===== src/rtl/uart_rx_bcd_parser.sv =====
// -----------------------------------------------------------------------------
// uart_rx_bcd_parser
//
// Purpose:
//   8N1 UART receiver feeding a line parser. The parser collects up to eight
//   ASCII decimal digits into a packed-BCD number. A CR or LF ends the line.
//   A well-formed line is published on value/ndigits with value_strobe.
//   A malformed line is rejected with parse_err when its terminator arrives.
//   Malformed means: a non-digit character, more than eight digits, or a
//   framing error.
//
// Ports:
//   clk          in   system clock; all state changes on its rising edge
//   reset_n      in   asynchronous active-low reset
//   serial_rx    in   asynchronous UART line, 8N1, idles high
//   rx_data      out  [7:0]  last correctly framed byte
//   rx_strobe    out  one-cycle pulse; rx_data is updated in this cycle
//   frame_err    out  one-cycle pulse; the stop bit was sampled low
//   value        out  [31:0] last accepted number, 8 packed BCD digits,
//                     least significant digit in [3:0]
//   ndigits      out  [3:0]  digit count of value (1..8)
//   value_strobe out  one-cycle pulse; value/ndigits are updated in this cycle
//   parse_err    out  one-cycle pulse; a malformed line was rejected
//
// Parameters:
//   CLKS_PER_BIT clk cycles per UART bit (104 = 12 MHz / 115200 baud)
// -----------------------------------------------------------------------------
module uart_rx_bcd_parser #(
  parameter int CLKS_PER_BIT = 104
) (
  input  logic        clk,
  input  logic        reset_n,
  input  logic        serial_rx,
  output logic [7:0]  rx_data,
  output logic        rx_strobe,
  output logic        frame_err,
  output logic [31:0] value,
  output logic [3:0]  ndigits,
  output logic        value_strobe,
  output logic        parse_err
);

  // The counter only ever needs to reach CLKS_PER_BIT-1.
  localparam int CNT_W = (CLKS_PER_BIT > 2) ? $clog2(CLKS_PER_BIT) : 1;
  localparam logic [CNT_W-1:0] HALF_CNT = CNT_W'(CLKS_PER_BIT / 2 - 1);
  localparam logic [CNT_W-1:0] FULL_CNT = CNT_W'(CLKS_PER_BIT - 1);

  localparam logic [7:0] ASCII_0  = 8'h30;
  localparam logic [7:0] ASCII_9  = 8'h39;
  localparam logic [7:0] ASCII_CR = 8'h0D;
  localparam logic [7:0] ASCII_LF = 8'h0A;

  typedef enum logic [2:0] {
    RX_IDLE,
    RX_START,
    RX_DATA,
    RX_STOP,
    RX_WAIT_HIGH
  } rx_state_t;

  typedef enum logic {
    P_ACC,
    P_DISCARD
  } p_state_t;

  // ---------------------------------------------------------------------------
  // Receiver state
  // ---------------------------------------------------------------------------
  logic [1:0]       sync_q;
  rx_state_t        rx_state_q;
  logic [CNT_W-1:0] cnt_q;
  logic [2:0]       bit_idx_q;
  logic [7:0]       shift_q;
  logic [7:0]       rx_data_q;
  logic             rx_strobe_q;
  logic             frame_err_q;
  logic             line;

  // Only the second synchronizer flop is used, so metastability never reaches
  // the FSM.
  assign line = sync_q[1];

  always_ff @(posedge clk or negedge reset_n) begin
    if (!reset_n) begin
      sync_q      <= 2'b11;
      rx_state_q  <= RX_IDLE;
      cnt_q       <= '0;
      bit_idx_q   <= '0;
      shift_q     <= '0;
      rx_data_q   <= '0;
      rx_strobe_q <= 1'b0;
      frame_err_q <= 1'b0;
    end else begin
      sync_q      <= {sync_q[0], serial_rx};
      rx_strobe_q <= 1'b0;
      frame_err_q <= 1'b0;

      case (rx_state_q)
        RX_IDLE: begin
          cnt_q <= '0;
          if (!line) begin
            rx_state_q <= RX_START;
          end
        end

        // Check the line again at mid-start-bit. A line that is already high
        // again was only a glitch. This check also aligns every later sample
        // with the centre of its bit.
        RX_START: begin
          if (cnt_q == HALF_CNT) begin
            cnt_q     <= '0;
            bit_idx_q <= '0;
            if (line) begin
              rx_state_q <= RX_IDLE;
            end else begin
              rx_state_q <= RX_DATA;
            end
          end else begin
            cnt_q <= cnt_q + 1'b1;
          end
        end

        // LSB arrives first, so shift in from the top.
        RX_DATA: begin
          if (cnt_q == FULL_CNT) begin
            cnt_q   <= '0;
            shift_q <= {line, shift_q[7:1]};
            if (bit_idx_q == 3'd7) begin
              rx_state_q <= RX_STOP;
            end else begin
              bit_idx_q <= bit_idx_q + 1'b1;
            end
          end else begin
            cnt_q <= cnt_q + 1'b1;
          end
        end

        RX_STOP: begin
          if (cnt_q == FULL_CNT) begin
            cnt_q <= '0;
            if (line) begin
              rx_data_q   <= shift_q;
              rx_strobe_q <= 1'b1;
              rx_state_q  <= RX_IDLE;
            end else begin
              frame_err_q <= 1'b1;
              rx_state_q  <= RX_WAIT_HIGH;
            end
          end else begin
            cnt_q <= cnt_q + 1'b1;
          end
        end

        // A break (line held low) must not be read as a run of zero bytes.
        RX_WAIT_HIGH: begin
          cnt_q <= '0;
          if (line) begin
            rx_state_q <= RX_IDLE;
          end
        end

        default: begin
          rx_state_q <= RX_IDLE;
        end
      endcase
    end
  end

  assign rx_data   = rx_data_q;
  assign rx_strobe = rx_strobe_q;
  assign frame_err = frame_err_q;

  // ---------------------------------------------------------------------------
  // Parser: consumes the registered receiver pulses, adds one cycle of latency
  // ---------------------------------------------------------------------------
  p_state_t    p_state_q;
  logic [31:0] acc_q;
  logic [31:0] acc_d;
  logic [3:0]  dcnt_q;
  logic [31:0] value_q;
  logic [3:0]  ndigits_q;
  logic        value_strobe_q;
  logic        parse_err_q;
  logic        is_digit;
  logic        is_term;

  // rx_data_q already holds the new byte in the rx_strobe cycle.
  assign is_digit = (rx_data_q >= ASCII_0) && (rx_data_q <= ASCII_9);
  assign is_term  = (rx_data_q == ASCII_CR) || (rx_data_q == ASCII_LF);
  assign acc_d    = {acc_q[27:0], rx_data_q[3:0]};

  always_ff @(posedge clk or negedge reset_n) begin
    if (!reset_n) begin
      p_state_q      <= P_ACC;
      acc_q          <= '0;
      dcnt_q         <= '0;
      value_q        <= '0;
      ndigits_q      <= '0;
      value_strobe_q <= 1'b0;
      parse_err_q    <= 1'b0;
    end else begin
      value_strobe_q <= 1'b0;
      parse_err_q    <= 1'b0;

      if (frame_err_q) begin
        // A corrupted byte poisons the whole line.
        p_state_q <= P_DISCARD;
      end else if (rx_strobe_q) begin
        case (p_state_q)
          P_ACC: begin
            if (is_digit) begin
              if (dcnt_q < 4'd8) begin
                acc_q  <= acc_d;
                dcnt_q <= dcnt_q + 1'b1;
              end else begin
                p_state_q <= P_DISCARD;
              end
            end else if (is_term) begin
              // An empty line (e.g. the LF of a CR LF pair) is ignored.
              if (dcnt_q != 4'd0) begin
                value_q        <= acc_q;
                ndigits_q      <= dcnt_q;
                value_strobe_q <= 1'b1;
                acc_q          <= '0;
                dcnt_q         <= '0;
              end
            end else begin
              p_state_q <= P_DISCARD;
            end
          end

          P_DISCARD: begin
            if (is_term) begin
              parse_err_q <= 1'b1;
              acc_q       <= '0;
              dcnt_q      <= '0;
              p_state_q   <= P_ACC;
            end
          end

          default: begin
            p_state_q <= P_ACC;
          end
        endcase
      end
    end
  end

  assign value        = value_q;
  assign ndigits      = ndigits_q;
  assign value_strobe = value_strobe_q;
  assign parse_err    = parse_err_q;

endmodule

===== config.mk =====
export PLATFORM = sky130hd
export DESIGN_NAME = uart_rx_bcd_parser
export DESIGN_NICKNAME = d
export VERILOG_FILES = /design/src/rtl/uart_rx_bcd_parser.sv
export SDC_FILE = /design/constraint.sdc
export NUM_CORES = 1
export LEC_CHECK = 0
export CORE_MARGIN = 2
export CORE_UTILIZATION = 45
export CTS_BUF_LIST = sky130_fd_sc_hd__clkbuf_4
export DETAILED_ROUTE_END_ITERATION = 12
export PLACE_DENSITY_LB_ADDON = 0.25
export SKIP_CTS_REPAIR_TIMING = 1
export SYNTH_ARGS = -nofsm -noshare
export SYNTH_HDL_FRONTEND = slang
export SYNTH_SLANG_ARGS = --single-unit

===== constraint.sdc =====
create_clock -name clk -period 4.81 [get_ports clk]
set_input_delay 0.962 -clock clk [delete_from_list [all_inputs] [get_ports clk]]
set_output_delay 0.962 -clock clk [all_outputs]
set_load 0.01 [all_outputs]

Yosys cells after proc, flatten, opt, wreduce, memory -nomap -nowiden. Cells that the tools add are included.

Equal/unequal tests: 20. Bitwise operators: 3. $add $sub $neg: 3. Shifts and indexed selects: 0. Reductions and logical operators: 15. Multiply operators: 0. Mux-type cells: 50. Divide/modulo/power cells: 0. $lt $le $gt $ge: 3.

Operator list (number): $mux 32 (5); $pmux 32 s2 (1); $mux 3 (10); $mux 1 (21); $pmux 7 s3 (1); $mux 4 (5); $reduce_and 6->1 (3); $eq 8x4->1 const B (2); $pmux 3 s5 (1); $mux 7 (2); $ne 2x2->1 const B (7); $ne 3x3->1 const B (3); $ge 8x6->1 const B (1); $le 8x6->1 const B (1); $pmux 4 s2 (1); $add 7x1->7 const B (1); $eq 7x6->1 const B (1); $eq 7x7->1 const B (1); $eq 3x2->1 const B (2); $eq 3x3->1 const B (2); $pmux 3 s2 (1); $add 4x1->4 const B (1); $lt 4x4->1 const B (1); $reduce_and 4->1 (1); other kinds (15) (19).

Bits in writable memories: 0. Register bits: 108. Logic and storage cells: 109. Bits in latches: 0. Output and inout bits: 48. Bits of input ports: 3. Memories kept: 0. Bits in read-only memories: 0.

Logic depth before layout (Yosys ltp).
Word-level depth: 7. Depth in mapped cells: 7. Gate-level depth less buffers: 7.

Least setup slack after synthesis. No wires, ideal clock.

Path kind: register to register. Start: register cnt_q[0]. End: register rx_data_q[0], in the netlist rx_data[0]. Setup time: 125 ps. Arrival time: 1611 ps. Cell stages (with the launch flop): 7. Data required time: 4685 ps. Buffers on the path: 1. Path slack: 3075 ps. Path through: dfrtp_1 -> ha_1 -> and2_1 -> clkbuf_1 -> and2_2 -> nand4_2 -> mux2_2.

Word-level cells in the longest chain between the ends: 2.

RTL lines: from (decl) (line 71) `logic [CNT_W-1:0] cnt_q;`; from (signal assigned) (line 119) `cnt_q <= cnt_q + 1'b1;`; from (signal assigned) (line 134) `cnt_q <= cnt_q + 1'b1;`; from (signal assigned) (line 150) `cnt_q <= cnt_q + 1'b1;`; $eq 7x7->1 (line 139) `if (cnt_q == FULL_CNT) begin`; $reduce_and 3->1 (no line); to (signal assigned) (line 142) `rx_data_q <= shift_q;`; to (decl) (line 74) `logic [7:0] rx_data_q;`.

Every way passes these cells. A chain may end at the register's enable or synchronous reset.

Worst setup path after layout.
Start: register rx_data_q[2], in the netlist rx_data[2]. End: output port rx_data[2].

RTL lines: to (decl) (line 34) `output logic [7:0] rx_data,`.

No word-level cell between the ends.

==> run metrics <==
WP data required between 3000 and 4000 ps; CTS tree yes; ys async rst share between 90% and 100%; fin crit period 2500 ps; clk sink count roughly 110; Tcrit/Tclk final around half; root buffer cell clkbuf_4; largest net degree at the start of global routing roughly 80; Pint between 1 and 1.5 mW; GPL Wtd Cong 0.833; Slowest cell on crit path clkdlybuf4s50_1; Die ar. around 12000 um2; switch share a little under a quarter; DR DRC count 0; last element of the critical path rx_data[2]; routed len/inst 15.2 um; CP startpoint rx_data[2]; WS Path Type flop to output port; worst skew pair latency 460 ps; global-route wire length before repair approximately 16000 um; Num CTS Buffers 9; vias in the first global route approximately 3200; top cells by count, synth 106 x dfrtp_1, 75 x nand2_1, 39 x inv_1, 34 x o221ai_1, 30 x mux2_4; critical path peak fanout 6; worst-case clock buffer depth 2; clock slew at the register clock pins of the worst setup and hold paths 160 ps; post-synthesis sequential area ratio 55.1%; worst-margin pin slew about 980 ps; final worst slack about 2300 ps; final wirelength ~9000 um; Flop pwr share about two thirds; PwrDens between 200 and 250 nW/um2; max_cap viols 0; Ports just over 50; Seq cells post-synth 108; die height 108 um; Clock power frac ~34%; Slew headroom 34.7%; internal reg-to-reg setup slack between 2000 and 2500 ps; Via-to-Cell Ratio 5.29; Area after DPL 5510 um2; RSZ-0062 raised after global routing false; syn avg cell area around 12 um2; outcome finished, final reports clean; crit path cell chain clkdlybuf4s50_1; Largest delay share family, worst path buffers and inverters; Routed Antenna Nets 0; Post-Synthesis Cell Area slightly below 5000 um2; Hold Fails Final Rpt 0; EDFF count, synth 0; r2r startpoint rx_data[2]; Iter 0 DRT Violations roughly 150; Cells after Synth about 420; synth-to-layout area growth 15.2%; htree depth 3; data arrival time of the critical path 1540 ps; Inserted Diodes 0; initial antenna violation count 0; Post-Layout Inst Area ~5700 um2; skew final 28.4 ps; Fin Setup TNS 0 ps; Top FF cell, synth dfrtp_1; Yosys warnings 0; sw power between 300 and 400 uW; Port-buffer cells 50; Netlist cell types 48; post-synthesis net count 426; leak pwr 2.63 nW; cell count along the critical path 1; total global routing overflow 0; # setup viols final 0; area leader, netlist dfrtp_1; Min-Delay Path Class flop to flop; Total Routing Usage GR 17.0%; layout cell share with drive strength beyond 1 a little under a fifth; Post-DP HPWL a little over 6000 um; r2r endpoint value[30]; Slowest Stage Delay on Critical Path 620 ps; top cells by area, synth dfrtp_1 54%, mux2_4 9.2%, o221ai_1 6.1%, nand2_1 5.7%, mux2_2 5.5%; core area approximately 11000 um2; Initial Utilization 45.7%; vias 3222; Final #Nets ~470; most common cell in the netlist dfrtp_1; Worst setup EP type output port; Peak VDD IR around 0.00015 V; post-synth top area share between 50% and 60%; num rows 38; Comb power frac about 1.4%; R2R cell count 6; CP startpoint kind flop; post-layout utilization of the core about 53%; First-pass DRT Iterations 4; pre-CTS setup slack 2360 ps; Slew Viols, Final 0; hold slack between 300 and 400 ps; Die W 108 um; Buf/Inv on CP 1; FMAX 400 MHz
==> worst register-to-register path: stages (launching register included) <==
cell,delay (ps)
dfrtp_1,480
nor3b_1,410
o211a_1,230
nand3_2,370
buf_4,430
inv_2,150
mux2_2,330
==> how the worst min path moves through the flow <==
stage / from / endpoint / cells past startpoint
final: sync_q[0] / sync_q[1] / 0
after global routing: sync_q[0] / sync_q[1] / 0
after CTS: sync_q[0] / sync_q[1] / 0
after detailed placement: sync_q[0] / sync_q[1] / 0
after global placement: sync_q[0] / sync_q[1] / 0
after floorplan: sync_q[0] / sync_q[1] / 0
==> cells by family (layout without fill, tap and decap cells) <==
group	count (synthesis)	in the layout	synth area share, %
AO/OA/AOI/OAI	54	54	9.25
buffers and inverters	60	111	5.35
adder cells (fa/ha/maj)	5	5	1.27
AND/OR/NAND/NOR	130	130	13.0
XOR/XNOR	5	5	0.892
multiplexers	56	56	15.1
flip-flops	108	108	55.1
==> sequential cells by signal (all words and copies together), names as in the netlist <==
name,flops
rx_state_q,3
value_strobe,1
cnt_q,7
p_state_q,1
value,32
shift_q,8
frame_err,1
dcnt_q,4
sync_q,2
acc_q,32
ndigits,4
bit_idx_q,3
parse_err,1
rx_data,8
rx_strobe,1
==> layer usage <==
metal	track usage [%]	routed length (um)
met1	22.1	4330
met2	27.9	4380
met3	4.04	388
met4	5.68	134
met5	0	0
==> cells in the final DEF, fill, tap and decap left out, types with 3 or more instances in the layout <==
master / Yosys / routed
nand2_1: 75 / 75
nor3_1: 9 / 9
buf_4: 0 / 6
nor3b_1: 3 / 3
and2_1: 3 / 3
o221ai_1: 34 / 34
clkbuf_4: 0 / 9
nor2_1: 7 / 7
and3_1: 3 / 3
mux2_4: 30 / 30
a21oi_1: 4 / 4
inv_1: 39 / 39
dfrtp_1: 106 / 106
ha_1: 5 / 5
mux2_2: 24 / 24
nand4_1: 5 / 5
clkdlybuf4s50_1: 0 / 49
nand3_1: 8 / 8
xor2_1: 4 / 4
==> power by group through the flow <==
stage                     clock, mW  combinational (mW)  sequential, mW
after floorplan                   0            0.000400           0.928
after global placement            0              0.0206           0.927
after detailed placement          0              0.0209           0.928
after CTS                     0.496              0.0209           0.911
after global routing          0.532              0.0236           0.912
final                         0.478              0.0191           0.911
==> metrics by stage <==
step / cells / total power [mW]
2_1_floorplan: 418 / 0.928
3_3_place_gp: 593 / 0.948
3_5_place_dp: 593 / 0.948
4_1_cts: 609 / 1.43
5_1_grt: 609 / 1.47
6_report: 609 / 1.41
==> final cells by class <==
type	instances	area, um2
Fill cell	977	5090
Sequential cell	108	2710
Multi-Input combinational cell	250	1940
Timing Repair Buffer	55	536
Tap cell	140	175
Inverter	40	150
Clock inverter	7	81.3
Clock buffer	9	67.6
Power figures use the tool's default switching activity.
